File: src/rtl/alarm_pkg.sv
// Shared types and bit-vector helpers for the alarm latch bank.
// Helpers operate on a fixed MAX_CH-wide vector; callers zero-extend narrower banks.
package alarm_pkg;

  localparam int MAX_CH = 32;
  localparam int LSB_W  = $clog2(MAX_CH);
  localparam int PCNT_W = $clog2(MAX_CH + 1);

  typedef enum logic [1:0] {
    ST_IDLE,
    ST_ARM,
    ST_LATCHED
  } ch_state_e;

  // Returns 0 for an all-zero vector; callers gate on a non-zero input.
  function automatic logic [LSB_W-1:0] lowest_set(input logic [MAX_CH-1:0] v);
    logic [LSB_W-1:0] idx;
    idx = '0;
    for (int i = MAX_CH - 1; i >= 0; i--) begin
      if (v[i]) idx = LSB_W'(i);
    end
    return idx;
  endfunction

  function automatic logic [PCNT_W-1:0] popcount(input logic [MAX_CH-1:0] v);
    logic [PCNT_W-1:0] n;
    n = '0;
    for (int i = 0; i < MAX_CH; i++) begin
      n = n + PCNT_W'(v[i]);
    end
    return n;
  endfunction

endpackage

File: src/rtl/alarm_channel.sv
// One sticky alarm latch; debounce FSM built only with ALARM_LATCH_DEBOUNCE_EN.
// trip is asserted in the cycle whose closing edge moves the channel into its latched state.
module alarm_channel
  import alarm_pkg::*;
#(
  parameter int DEBOUNCE = 3
) (
  input  logic clock,
  input  logic reset,
  input  logic d,
  input  logic clr,
  output logic q,
  output logic qb,
  output logic trip
);

  logic q_d, q_q;
  logic qb_d, qb_q;

`ifdef ALARM_LATCH_DEBOUNCE_EN
  localparam int CNT_BITS = $clog2(DEBOUNCE + 1);
  localparam logic [CNT_BITS-1:0] CNT_DONE = CNT_BITS'(DEBOUNCE);

  ch_state_e           state_d, state_q;
  logic [CNT_BITS-1:0] cnt_d, cnt_q;
  logic [CNT_BITS-1:0] cnt_inc;

  always_comb begin
    state_d = state_q;
    cnt_d   = cnt_q;
    cnt_inc = cnt_q + CNT_BITS'(1);
    case (state_q)
      ST_IDLE: begin
        if (d) begin
          cnt_d   = CNT_BITS'(1);
          state_d = (CNT_DONE == CNT_BITS'(1)) ? ST_LATCHED : ST_ARM;
        end
      end
      ST_ARM: begin
        if (!d) begin
          state_d = ST_IDLE;
          cnt_d   = '0;
        end else begin
          cnt_d = cnt_inc;
          if (cnt_inc == CNT_DONE) state_d = ST_LATCHED;
        end
      end
      ST_LATCHED: begin
        state_d = ST_LATCHED;
      end
      default: begin
        state_d = ST_IDLE;
        cnt_d   = '0;
      end
    endcase
    // A clearing edge always wins over qualification.
    if (clr) begin
      state_d = ST_IDLE;
      cnt_d   = '0;
    end
    q_d  = (state_d == ST_LATCHED);
    qb_d = ~q_d;
    trip = (state_q != ST_LATCHED) && (state_d == ST_LATCHED);
  end

  always_ff @(posedge clock or negedge reset) begin
    if (!reset) begin
      state_q <= ST_IDLE;
      cnt_q   <= '0;
    end else begin
      state_q <= state_d;
      cnt_q   <= cnt_d;
    end
  end
`else
  logic unused_debounce;
  assign unused_debounce = (DEBOUNCE > 0);

  always_comb begin
    q_d  = clr ? 1'b0 : (q_q | d);
    qb_d = ~q_d;
    trip = d & ~q_q & ~clr;
  end
`endif

  always_ff @(posedge clock or negedge reset) begin
    if (!reset) begin
      q_q  <= 1'b0;
      qb_q <= 1'b1;
    end else begin
      q_q  <= q_d;
      qb_q <= qb_d;
    end
  end

  assign q  = q_q;
  assign qb = qb_q;

endmodule

File: src/rtl/alarm_latch_bank.sv
// Bank of WIDTH sticky alarm latches with maskable irq, first-trip capture and saturating trip count.
// Debounce qualification is enabled by defining ALARM_LATCH_DEBOUNCE_EN; WIDTH is limited to MAX_CH.
module alarm_latch_bank
  import alarm_pkg::*;
#(
  parameter  int WIDTH    = 4,
  parameter  int DEBOUNCE = 3,
  parameter  int CNT_W    = 8,
  localparam int IDX_W    = (WIDTH > 1) ? $clog2(WIDTH) : 1
) (
  input  logic             clock,
  input  logic             reset,
  input  logic [WIDTH-1:0] d,
  input  logic [WIDTH-1:0] clr,
  input  logic [WIDTH-1:0] mask,
  output logic [WIDTH-1:0] q,
  output logic [WIDTH-1:0] qb,
  output logic             irq,
  output logic             first_valid,
  output logic [IDX_W-1:0] first_idx,
  output logic [CNT_W-1:0] trip_cnt
);

  localparam int SUM_W = CNT_W + PCNT_W;
  localparam logic [CNT_W-1:0] CNT_MAX = '1;

  logic [WIDTH-1:0]  q_vec;
  logic [WIDTH-1:0]  qb_vec;
  logic [WIDTH-1:0]  trip;
  logic [WIDTH-1:0]  q_nxt;
  logic [MAX_CH-1:0] trip_ext;
  logic [SUM_W-1:0]  cnt_sum;

  logic             first_valid_d, first_valid_q;
  logic [IDX_W-1:0] first_idx_d, first_idx_q;
  logic [CNT_W-1:0] trip_cnt_d, trip_cnt_q;

  for (genvar i = 0; i < WIDTH; i++) begin : g_ch
    alarm_channel #(
      .DEBOUNCE(DEBOUNCE)
    ) u_ch (
      .clock(clock),
      .reset(reset),
      .d    (d[i]),
      .clr  (clr[i]),
      .q    (q_vec[i]),
      .qb   (qb_vec[i]),
      .trip (trip[i])
    );
  end

  always_comb begin
    trip_ext = MAX_CH'(trip);
    // Latched channels only leave via clr, and a clearing edge never trips.
    q_nxt    = (q_vec & ~clr) | trip;

    cnt_sum    = SUM_W'(trip_cnt_q) + SUM_W'(popcount(trip_ext));
    trip_cnt_d = (cnt_sum > SUM_W'(CNT_MAX)) ? CNT_MAX : cnt_sum[CNT_W-1:0];

    first_valid_d = first_valid_q;
    first_idx_d   = first_idx_q;
    if (q_nxt == '0) begin
      first_valid_d = 1'b0;
    end else if (!first_valid_q && (trip != '0)) begin
      first_valid_d = 1'b1;
      first_idx_d   = IDX_W'(lowest_set(trip_ext));
    end
  end

  always_ff @(posedge clock or negedge reset) begin
    if (!reset) begin
      first_valid_q <= 1'b0;
      first_idx_q   <= '0;
      trip_cnt_q    <= '0;
    end else begin
      first_valid_q <= first_valid_d;
      first_idx_q   <= first_idx_d;
      trip_cnt_q    <= trip_cnt_d;
    end
  end

  assign q           = q_vec;
  assign qb          = qb_vec;
  assign irq         = |(q_vec & ~mask);
  assign first_valid = first_valid_q;
  assign first_idx   = first_idx_q;
  assign trip_cnt    = trip_cnt_q;

endmodule

File: config.mk
export PLATFORM = sky130hd
export DESIGN_NAME = alarm_latch_bank
export DESIGN_NICKNAME = d
export VERILOG_FILES = /design/src/rtl/alarm_pkg.sv /design/src/rtl/alarm_channel.sv /design/src/rtl/alarm_latch_bank.sv
export SDC_FILE = /design/constraint.sdc
export NUM_CORES = 1
export LEC_CHECK = 0
export ABC_AREA = 1
export BUFFER_PORTS_ARGS = -buffer_cell sky130_fd_sc_hd__buf_2
export CORE_ASPECT_RATIO = 1.25
export CORE_MARGIN = 10
export CORE_UTILIZATION = 40
export CTS_CLUSTER_DIAMETER = 200
export DETAILED_ROUTE_END_ITERATION = 8
export PLACE_DENSITY = 0.72
export SLEW_MARGIN = 20
export SYNTH_ARGS = -nofsm -noshare
export SYNTH_HDL_FRONTEND = slang
export SYNTH_SLANG_ARGS = --single-unit
File: constraint.sdc
create_clock -name clock -period 3.2 [get_ports clock]
set_input_delay 0.96 -clock clock [delete_from_list [all_inputs] [get_ports clock]]
set_output_delay 0.96 -clock clock [all_outputs]
set_load 0.05 [all_outputs]
==> flow_metrics.env <==
export IMPL_nets=161
export IMPL_cts_tree="built"
export IMPL_grtUsageTotal_pct=8.84
export IMPL_rows=20
export IMPL_gr_total_overflow=0
export IMPL_die_h_um=75.9
export IMPL_grt_antenna_before_repair=0
export IMPL_drv_cap=0
export IMPL_cts_max_level=1
export IMPL_worst_ir_drop_vdd_uv=557
export IMPL_dp_cells=171
export IMPL_seqCellArea_um2=480
export IMPL_grt_max_degree=20
export IMPL_power_density_nw_per_um2=818
export IMPL_netlist_area_um2=1000
export IMPL_hpwl_um=1720
export IMPL_fillers=240
export IMPL_areaGrowthSynthToFinish_pct=17.3
export IMPL_finish_utilization_pct=48.8
export IMPL_crit_type="in2reg"
export IMPL_period_share_pct=86.2
export IMPL_die_area_um2=4910
export IMPL_worstPathRequired_ps=3430
export IMPL_grt_met1_usage_pct=8.83
export IMPL_cp_max_fo=8
export IMPL_drt_total_wl_um=2080
export IMPL_tightest_slew_ps=418
export IMPL_grt_use_met2_pct=14.1
export IMPL_hold_path_class="reg2reg"
export IMPL_pin_count=34
export IMPL_wl_per_cell_um=11.9
export IMPL_die_w_um=64.7
export IMPL_reg2regPathDepth=12
export IMPL_drive_gt1_share_pct=32.4
export IMPL_hold_depth=2
export IMPL_gr_max_usage_layer="met2"
export IMPL_cp_end_kind="register"
export IMPL_route_vias_total=785
export IMPL_rsz0062_at_grt="false"
export IMPL_cts_root_buf="clkbuf_4"
export IMPL_status="finished, final reports clean"
export IMPL_fin_crit_ps=2760
export IMPL_yosys_warnings=0
export IMPL_ys_seq_elements=19
export IMPL_clock_latency_ps=290
export IMPL_cts_buffers=3
export IMPL_numPortBuffers=33
export IMPL_clkSinkCount=19
export IMPL_postCtsSetupBuffers=0
export IMPL_fin_cells=175
export IMPL_multi_input_area_um2=373
export IMPL_core_um2=2400
export IMPL_yosysSeqAreaShare_pct=48.1
export IMPL_final_common_cell="buf_2"
export IMPL_n_antenna_cell=0
export IMPL_max_freq_mhz=363
export IMPL_ctsHoldBuffers=0
export IMPL_post_cts_resized=0
export IMPL_antenna_left=0
export IMPL_grt_util_met3_pct=5.15
export IMPL_min_to="first_idx[1]"
export IMPL_setup_viol=0
export IMPL_fin_skew_ps=2.81
export IMPL_reg2reg_to="trip_cnt[5]"
export IMPL_clock_path_buffers=2
export IMPL_drcViolationCount=0
export IMPL_power_leakage_nw=0.680
export IMPL_first_pass_iters=4
export IMPL_timing_rr_start="g_ch[0].u_ch.q"
export IMPL_syn_area_per_cell_um2=8.85
export IMPL_hold_viol=0
export IMPL_clkSlewWorstSetupHoldPaths_ps=100
export IMPL_viasPerCell=4.49
export IMPL_synth_cells=113
export IMPL_r2r_slack_ps=800
export IMPL_place_congestion=0.784
export IMPL_yosysUniqueCellTypes=21
export IMPL_start_kind="input port"
export IMPL_grt_pass1_vias=802
export IMPL_drv_slew=0
export IMPL_min_from="first_idx[1]"
export IMPL_maxSlewHeadroom_pct=72.1
export IMPL_floorplan_initialDensity_pct=41.6
export IMPL_layout_common_cells="buf_2, inv_1, nand2_1"
export IMPL_tns_ps=0
export IMPL_grt_pass1_wl_um=3480
export IMPL_synth_net_count=131
export IMPL_drt_iter0_drc=33
export IMPL_cp_arrival_ps=2990
==> cell families after synthesis <==
logic type	count (synthesis)	synth area share, %
and+or+nand+nor	44	21.4
buffers and inverters	31	14.6
DFF	19	48.1
AOI/OAI and AO/OA	14	7.76
adders and majority gates	4	7.26
xor gates and xnor gates	1	0.876
==> routing by layer <==
| metal | up-vias | wire (um) |
|---|---|---|
| li1 | 401 | - |
| met2 | 26 | 929 |
| met5 | - | 0 |
| met4 | 0 | 17 |
| met1 | 356 | 862 |
| met3 | 2 | 266 |
==> Yosys cell counts (all sizes together) <==
cell	n	area (um2)
fa	3	60.1
nor2	10	45.0
o22ai	1	6.26
ha	1	12.5
inv	23	86.3
xor2	1	8.76
o21bai	1	7.51
nand4	3	33.8
a21oi	3	15.0
buf	8	60.1
nand2	24	95.1
nand3	7	40.0
o21ai	9	48.8
dfrtp	15	375
dfstp	4	105
==> cell type report <==
cell class / instances / share of cell area, %
clock buffer: 4 / 2.24
inverter: 23 / 7.36
multi-input combinational: 63 / 31.8
sequential: 19 / 41.0
tap: 33 / 3.52
timing repair buffer: 33 / 14.1
==> report_power, final <==
part           internal [mW]  switching (mW)  total (mW)  leakage, nW
combinational          0.116           0.356       0.472        0.438
clock                 0.0484          0.0694       0.118       0.0150
sequential             0.303          0.0667       0.369        0.227
==> registers in the layout, indices dropped and copies added (netlist names) <==
| name | cells |
|---|---|
| g_ch.u_ch.qb | 4 |
| trip_cnt | 8 |
| g_ch.u_ch.q | 4 |
| first_valid | 1 |
| first_idx | 2 |
==> worst max-delay path, cell delays in order <==
cell and delay [ps]:
buf_2 70, inv_1 40, nand3_1 140, inv_1 80
fa_1 470, inv_1 50, fa_1 350, inv_1 100
fa_1 200, nand2_2 90, nor2_4 160, nand4_4 150
nand3_1 130
==> worst max path at each step <==
stage | cells after the start | slack (ps) | endpoint | start
final | 13 | 440 | trip_cnt[5] | clr[0]
after global routing | 13 | 280 | trip_cnt[6] | clr[2]
after CTS | 13 | 440 | trip_cnt[5] | clr[2]
after detailed placement | 13 | 110 | trip_cnt[5] | clr[2]
after global placement | 14 | 190 | trip_cnt[6] | clr[2]
after floorplan | 1 | 190 | irq | mask[1]
==> stage by stage <==
stage / instance area [um2] / power (mW) / hold slack [ps] / setup WS (ps)
2_1_floorplan: 1000 / 0.735 / 483 / 194
3_3_place_gp: 1150 / 0.847 / 460 / 186
3_5_place_dp: 1150 / 0.851 / 463 / 113
4_1_cts: 1170 / 0.972 / 488 / 445
5_1_grt: 1170 / 1.03 / 539 / 279
6_report: 1170 / 0.959 / 481 / 442
(Power assumes the default switching activity.)
